[config.mk]
export PLATFORM = sky130hd
export DESIGN_NAME = sha256_kh_fetch
export DESIGN_NICKNAME = d
export VERILOG_FILES = /design/src/rtl/sha256_kh_fetch.sv
export SDC_FILE = /design/constraint.sdc
export NUM_CORES = 1
export LEC_CHECK = 0
export BUFFER_PORTS_ARGS = -buffer_cell sky130_fd_sc_hd__buf_2
export CAP_MARGIN = 20
export CORE_AREA = 4 4 245 151
export DETAILED_ROUTE_END_ITERATION = 10
export DIE_AREA = 0 0 249 155
export PLACE_DENSITY = 0.71
export SLEW_MARGIN = 30
export SYNTH_ARGS = -nofsm -noshare
export SYNTH_HDL_FRONTEND = slang
export SYNTH_SLANG_ARGS = --single-unit
[constraint.sdc]
create_clock -name CLK -period 4.6 [get_ports CLK]
set_input_delay 1.38 -clock CLK [delete_from_list [all_inputs] [get_ports CLK]]
set_output_delay 1.38 -clock CLK [all_outputs]
set_load 0.01 [all_outputs]
[src/rtl/sha256_kh_fetch.sv]
// sha256_kh_fetch: after INIT_COMPLETE loads H0..H7 from RAM, then serves K[t] reads.
// Optional next-index K prefetch buffer is built when SHA256_KPREFETCH_EN is defined.
module sha256_kh_fetch #(
  parameter int unsigned K_BASE = 0,
  parameter int unsigned H_BASE = 64,
  parameter int unsigned RD_LAT = 1,
  parameter int unsigned ADDR_W = 15
) (
  input  logic              CLK,
  input  logic              RST_N,
  input  logic              INIT_COMPLETE,
  output logic              H_READY,
  output logic [255:0]      H_OUT,
  input  logic              K_REQ,
  input  logic [5:0]        K_IDX,
  output logic              K_RDY,
  output logic              K_VALID,
  output logic [31:0]       K_WORD,
  output logic [ADDR_W-1:0] RAM_ADDR,
  output logic              RAM_CE_N,
  output logic              RAM_OE_N,
  output logic              RAM_WE_N,
  input  logic [31:0]       RAM_DATA
);

  localparam int unsigned      LAT_W    = 3;
  localparam logic [LAT_W-1:0] LAT_INIT = LAT_W'(RD_LAT - 1);
  localparam bit               LAT_ONE  = (RD_LAT == 1);

  typedef enum logic [3:0] {
    S_IDLE,
    S_H_ISSUE,
    S_H_WAIT,
    S_H_CAPT,
    S_SERVE,
    S_K_WAIT,
    S_K_CAPT,
    S_PF_WAIT,
    S_PF_CAPT
  } state_t;

  state_t              state_q, state_d;
  logic [2:0]          cnt_q, cnt_d;
  logic [LAT_W-1:0]    lat_q, lat_d;
  logic [255:0]        h_q, h_d;
  logic                h_ready_q, h_ready_d;
  logic                k_rdy_q, k_rdy_d;
  logic                k_valid_q, k_valid_d;
  logic [31:0]         k_word_q, k_word_d;
  logic [31:0]         rdata_q, rdata_d;
  logic                vpend_q, vpend_d;
  logic [ADDR_W-1:0]   addr_q, addr_d;
  logic                ce_n_q, ce_n_d;
`ifdef SHA256_KPREFETCH_EN
  logic [5:0]          kidx_q, kidx_d;
  logic [5:0]          pf_tag_q, pf_tag_d;
  logic                pf_vld_q, pf_vld_d;
  logic [31:0]         pf_buf_q, pf_buf_d;
`endif

  assign H_READY  = h_ready_q;
  assign H_OUT    = h_q;
  assign K_RDY    = k_rdy_q;
  assign K_VALID  = k_valid_q;
  assign K_WORD   = k_word_q;
  assign RAM_ADDR = addr_q;
  assign RAM_CE_N = ce_n_q;
  assign RAM_OE_N = ce_n_q;
  assign RAM_WE_N = 1'b1;

  // Next-state and datapath; the returned word passes through rdata_q one cycle before K_VALID.
  always_comb begin
    state_d   = state_q;
    cnt_d     = cnt_q;
    lat_d     = lat_q;
    h_d       = h_q;
    h_ready_d = h_ready_q;
    k_rdy_d   = k_rdy_q;
    rdata_d   = rdata_q;
    vpend_d   = 1'b0;
    addr_d    = addr_q;
    ce_n_d    = ce_n_q;
    k_valid_d = vpend_q;
    k_word_d  = vpend_q ? rdata_q : k_word_q;
`ifdef SHA256_KPREFETCH_EN
    kidx_d    = kidx_q;
    pf_tag_d  = pf_tag_q;
    pf_vld_d  = pf_vld_q;
    pf_buf_d  = pf_buf_q;
`endif

    case (state_q)
      S_IDLE: begin
        if (INIT_COMPLETE) state_d = S_H_ISSUE;
      end
      S_H_ISSUE: begin
        addr_d  = ADDR_W'(H_BASE) + ADDR_W'(cnt_q);
        ce_n_d  = 1'b0;
        lat_d   = LAT_INIT;
        state_d = LAT_ONE ? S_H_CAPT : S_H_WAIT;
      end
      S_H_WAIT: begin
        lat_d = lat_q - LAT_W'(1);
        if (lat_q <= LAT_W'(1)) state_d = S_H_CAPT;
      end
      S_H_CAPT: begin
        for (int unsigned w = 0; w < 8; w++) begin
          if (cnt_q == 3'(w)) h_d[(7 - w) * 32 +: 32] = RAM_DATA;
        end
        ce_n_d = 1'b1;
        if (cnt_q == 3'd7) begin
          cnt_d     = 3'd0;
          h_ready_d = 1'b1;
          k_rdy_d   = 1'b1;
          state_d   = S_SERVE;
        end else begin
          cnt_d   = 3'(cnt_q + 3'd1);
          state_d = S_H_ISSUE;
        end
      end
      S_SERVE: begin
        if (K_REQ) begin
          k_rdy_d = 1'b0;
          ce_n_d  = 1'b0;
          lat_d   = LAT_INIT;
`ifdef SHA256_KPREFETCH_EN
          pf_vld_d = 1'b0;
          if (pf_vld_q && (pf_tag_q == K_IDX)) begin
            // Hit: return the buffered word and immediately fetch the following index.
            rdata_d = pf_buf_q;
            vpend_d = 1'b1;
            kidx_d  = 6'(K_IDX + 6'd1);
            addr_d  = ADDR_W'(K_BASE) + ADDR_W'(6'(K_IDX + 6'd1));
            state_d = LAT_ONE ? S_PF_CAPT : S_PF_WAIT;
          end else begin
            kidx_d  = K_IDX;
            addr_d  = ADDR_W'(K_BASE) + ADDR_W'(K_IDX);
            state_d = LAT_ONE ? S_K_CAPT : S_K_WAIT;
          end
`else
          addr_d  = ADDR_W'(K_BASE) + ADDR_W'(K_IDX);
          state_d = LAT_ONE ? S_K_CAPT : S_K_WAIT;
`endif
        end
      end
      S_K_WAIT: begin
        lat_d = lat_q - LAT_W'(1);
        if (lat_q <= LAT_W'(1)) state_d = S_K_CAPT;
      end
      S_K_CAPT: begin
        rdata_d = RAM_DATA;
        vpend_d = 1'b1;
`ifdef SHA256_KPREFETCH_EN
        // Keep the RAM enabled and move straight on to the next index.
        kidx_d  = 6'(kidx_q + 6'd1);
        addr_d  = ADDR_W'(K_BASE) + ADDR_W'(6'(kidx_q + 6'd1));
        lat_d   = LAT_INIT;
        state_d = LAT_ONE ? S_PF_CAPT : S_PF_WAIT;
`else
        ce_n_d  = 1'b1;
        k_rdy_d = 1'b1;
        state_d = S_SERVE;
`endif
      end
`ifdef SHA256_KPREFETCH_EN
      S_PF_WAIT: begin
        lat_d = lat_q - LAT_W'(1);
        if (lat_q <= LAT_W'(1)) state_d = S_PF_CAPT;
      end
      S_PF_CAPT: begin
        pf_buf_d = RAM_DATA;
        pf_tag_d = kidx_q;
        pf_vld_d = 1'b1;
        ce_n_d   = 1'b1;
        k_rdy_d  = 1'b1;
        state_d  = S_SERVE;
      end
`endif
      default: state_d = S_IDLE;
    endcase
  end

  always_ff @(posedge CLK or negedge RST_N) begin
    if (!RST_N) begin
      state_q   <= S_IDLE;
      cnt_q     <= 3'd0;
      lat_q     <= '0;
      h_q       <= '0;
      h_ready_q <= 1'b0;
      k_rdy_q   <= 1'b0;
      k_valid_q <= 1'b0;
      k_word_q  <= '0;
      rdata_q   <= '0;
      vpend_q   <= 1'b0;
      addr_q    <= '0;
      ce_n_q    <= 1'b1;
`ifdef SHA256_KPREFETCH_EN
      kidx_q    <= '0;
      pf_tag_q  <= '0;
      pf_vld_q  <= 1'b0;
      pf_buf_q  <= '0;
`endif
    end else begin
      state_q   <= state_d;
      cnt_q     <= cnt_d;
      lat_q     <= lat_d;
      h_q       <= h_d;
      h_ready_q <= h_ready_d;
      k_rdy_q   <= k_rdy_d;
      k_valid_q <= k_valid_d;
      k_word_q  <= k_word_d;
      rdata_q   <= rdata_d;
      vpend_q   <= vpend_d;
      addr_q    <= addr_d;
      ce_n_q    <= ce_n_d;
`ifdef SHA256_KPREFETCH_EN
      kidx_q    <= kidx_d;
      pf_tag_q  <= pf_tag_d;
      pf_vld_q  <= pf_vld_d;
      pf_buf_q  <= pf_buf_d;
`endif
    end
  end

endmodule

======== Yosys cells after proc, flatten, opt, wreduce, memory -nomap -nowiden ========
Index checks and enable logic that the tools add are counted.
word-level totals
  RAM bits ................................ 0
  logic and storage cells ................. 78
  bits in latches ......................... 0
  ROM bits ................................ 0
  memories ................................ 0
  bits of input ports ..................... 42
  output and inout port bits .............. 309
  register bits after elaboration ......... 350
operators by class
  divide/modulo/power cells ............... 0
  add/sub/neg operators ................... 3
  shift-type cells ........................ 0
  order comparisons ....................... 1
  reduce and logical (&&, ||, !) cells .... 21
  multiplexer cells ....................... 16
  multipliers ............................. 0
  bitwise gates (word level) .............. 0
  equality and inequality tests ........... 18
operator list
  kind                                                  count
  one-hot mux 15 bit (2 select lines)                   1
  one-hot mux 4 bit (7 select lines)                    1
  AND reduction 2 bit                                   11
  2-to-1 mux 4 bit                                      4
  2-to-1 mux 15 bit                                     1
  == test 3 bit (second input constant)                 4
  == test 4 x 3 -> 1 bit (second input constant)        3
  inequality test 2 bit (second input constant)         5
  2-to-1 mux 3 bit                                      3
  one-hot mux 3 bit (3 select lines)                    1
  nonzero test 3 bit                                    3
  adder 7 x 3 -> 8 bit (first input constant)           1
  == test 4 x 2 -> 1 bit (second input constant)        2
  == test 3 x 2 -> 1 bit (second input constant)        2
  one-hot mux 1 bit (3 select lines)                    2
  == test 4 x 1 -> 1 bit (second input constant)        1
  zero test 4 bit                                       1
  AND reduction 4 bit                                   1
  OR reduction 2 bit                                    2
  adder 3 x 1 -> 3 bit (second input constant)          1
  == test 3 x 1 -> 1 bit (second input constant)        1
  <= comparator 3 x 1 -> 1 bit (second input constant)  1
  zero test 3 bit                                       1
  2-to-1 mux 1 bit                                      3
  other kinds (3)                                       3

======== Longest topological paths before layout ========
  word-level depth ........................ 4
  mapped depth ............................ 6
  depth with buffers taken out ............ 5

======== Least setup slack after synthesis ========
Ideal clock, no wire load.
  kind .................................... input to register
  start point ............................. in K_REQ
  end point ............................... reg addr_q[0] (netlist: RAM_ADDR[0])
  setup slack ............................. 2.341 ns
  stages .................................. 3
  data arrival time ....................... 2.135 ns
  library setup time ...................... 0.125 ns
  buffers on the path ..................... 0
  required time ........................... 4.475 ns
  path through ............................ nand3b_1 -> a21oi_2 -> mux2_2
on the way
  cells in the longest elaborated chain, start to end .. 2
RTL lines
  element                          RTL line  RTL
  from (decl)                      14        input logic K_REQ,
  inequality test 2 bit (no line)  n/a
  AND reduction 2 bit (no line)    n/a
  to (signal assigned)             214       addr_q <= addr_d;
  to (decl)                        52        logic [ADDR_W-1:0] addr_q, addr_d;
Every way passes these cells.
A chain may end at the register's enable or synchronous reset.

======== Worst setup path in the final report ========
  start point ............................. reg ce_n_q (netlist: RAM_CE_N)
  end point ............................... out RAM_CE_N
RTL lines
  element                 RTL line  RTL
  from (decl)             53        logic ce_n_q, ce_n_d;
  from (signal assigned)  215       ce_n_q <= ce_n_d;
  to (decl)               20        output logic RAM_CE_N,
No word-level cell between the ends.

==> metrics.cfg <==
[outcome]
status=completed

[clock_network]
clk_pin_slew_ns=0.06
clock-sinks=341
htreeDepth=1
cts_tree=built
cts_resized=0
clkLatencyLatePin_ns=0.56
cts_made_buffers=30
post_cts_buffers=0
cts_hold_repair.buffers=0
clk_path_buf_depth=3
root_buffer=clkbuf_16

[sta]
hold_viol=0
setup_viol=0
fmax_mhz=377
fin_ws_ns=1.95
maxSlewViolCount=0
finalCriticalPeriod_ns=2.65
rsz0062_at_grt=no
maxSlewHeadroom_pct=40.9
period_share_pct=57.6
whs_ns=0.487
tightest_slew_ns=0.885
fin_setup_tns_ns=0
finClkSkew_ns=0.0130

[power_and_ir_drop]
p_switching_mw=1.64
switching_share_pct=24.2
combPwrFrac_pct=10.9
power_density_nw_per_um2=405
p_leak_nw=7.85
seqPwrFrac_pct=49.7
peakVddDrop_mv=0.300
p_int_mw=5.14
clkPwrFrac_pct=39.3

[worst_setup_path]
crit_cells=1
r2r_slack_ns=1.99
start_kind=register
critical_path.max_fanout=4
critPathCapture=RAM_CE_N
end_kind=primary output
r2r-start=state_q[2]
cpPeakStageDelay_ns=0.57
critPathBufInv=1
rr_worst_depth=4
worstPathCellList=buf_2
cp.arrival_ns=1.27
path_class=reg -> out
reg2reg_to=H_OUT[136]
crit_slowest_cell=dfstp_2
critPathTopFamily=flip-flops
crit_required_ns=3.22
worstSetupStartpoint=RAM_CE_N

[die]
rows=53
initial_core_util_pct=39.6
dieArea_um2=38600
die_x_um=249
dieHeight_um=155
io_pins=351
core_area_um2=34700

[place]
port-buffer-count=341
dp_slack_ns=1.94
hpwl_um=22800
gp_congestion=0.799

[route]
wl_per_cell_um=21.0
vias_per_cell=4.91
ant_nets=0
drc=0
drt_wl_total_um=34600
drt_iter0_markers=351
via_count=8082
firstDrtPassIters=4

[logic_synthesis]
seq_area_frac_synth_pct=62.2
syn_area_um2=13700
ys_seq_elements=341
yosysTopAreaCellShare_pct=62.0
yosysWarnings=0
avgSynthCellArea_um2=16.8
synthTopCellsByArea=dfrtp_1 62%, mux2_2 19%, mux2_4 9.9%
syn_inst=816
synth_largest_area_cell=dfrtp_1
synth.distinct_cells=54

[global_routing]
grt_pass1_wl_um=54000
antenna_found_initial=0
grt_util_all_layers_pct=17.6
grt_max_degree=103
overflow=0
first_global_vias=8591

[run]
maxCapViolCount=0

[layout]
layout_commonest_cell=buf_2
syn_to_final_growth_pct=22.2
layout-drive-gt1-share_pct=62.4
antenna_cells=0
final_cell_mix=340 x buf_2, 339 x dfrtp_1, 226 x mux2_2
fin_util_pct=48.3
nets=1204
fill_cells=2982

[hold_path]
hold_class=reg -> reg

-- state kept, by name, indices dropped and copies added, names as in the netlist --
name       flops
H_READY        1
H_OUT        256
RAM_CE_N       1
cnt_q          3
RAM_ADDR       7
rdata_q       32
K_WORD        32
K_RDY          1
K_VALID        1
lat_q          3
state_q        3
k_valid_d      1
-- power groups by stage --
stage | logic, mW | clock network [mW] | registers [mW]
after floorplan | 0.274 | 0 | 3.49
after global placement | 0.747 | 0 | 3.41
after detailed placement | 0.759 | 0 | 3.43
after CTS | 0.762 | 2.74 | 3.37
after global routing | 0.806 | 2.86 | 3.40
final | 0.742 | 2.67 | 3.37
-- per-layer routing --
metal | GRT usage, % | wire [µm] | up-vias | part of all wire (%)
met1 | 25.5 | 16300 | 4275 | 47
li1 | - | - | 3544 | -
met2 | 27.8 | 15800 | 221 | 46
met5 | 0 | 0 | - | 0
met4 | 2.70 | 522 | 0 | 1.5
met3 | 4.24 | 2060 | 42 | 5.9
-- layout make-up --
type                    count  area, µm²  share of cell area, %
multi-input cells         418       4700                   28.0
well taps                 467        584                   3.49
inverters                  13       48.8                  0.291
clock inverters            10        105                  0.627
clock buffers              46        962                   5.74
repair buffers            350       1820                   10.9
flip-flops and latches    341       8540                   50.9
-- stage by stage --
stage	cell area (µm²)	power, mW	cells
floorplan	13700	3.76	823
global placement	15700	4.16	1589
detailed placement	15700	4.18	1589
CTS	16800	6.87	1645
global route	16800	7.07	1645
finish	16800	6.78	1645
-- synthesized netlist by cell type (all sizes together) --
cell type	number
a211oi	1
o21bai	1
a211o	1
and3b	2
or3	1
buf	48
o32a	1
inv	13
o211ai	2
nand4	3
o2111ai	1
o221ai	2
nand3	2
mux2i	3
and3	2
nor3b	2
or2b	2
and2	2
and2b	1
a221o	1
a2bb2oi	1
nor2	3
mux2	326
conb	2
a21oi	6
nand3b	3
clkbuf	3
nor4bb	1
o31ai	1
dfrtp	340
o2111a	1
and4	2
o22ai	1
nand2b	3
nand2	11
ha	8
o21ai	9
dfstp	1
xnor2	1
nor2b	2
-- worst min-delay path by stage --
stage               from   endpoint  cells past startpoint
2_1_floorplan  k_valid_d    K_VALID                      0
3_3_place_gp     H_READY    H_READY                      1
3_5_place_dp     H_READY    H_READY                      1
4_1_cts          H_READY    H_READY                      1
5_1_grt        H_OUT[41]  H_OUT[41]                      1
6_report         H_READY    H_READY                      1
-- cells by family after synthesis --
group | count (synthesis) | share of synthesized area, %
flip-flops | 341 | 62.2
adder cells (fa/ha/maj) | 8 | 0.730
multiplexers | 329 | 29.4
AND/OR/NAND/NOR | 42 | 2.25
XOR/XNOR | 1 | 0.0639
buffers and inverters | 64 | 3.79
other | 2 | 0.0547
AO/OA/AOI/OAI | 29 | 1.44
No activity file was read; power rests on OpenSTA's default activity.
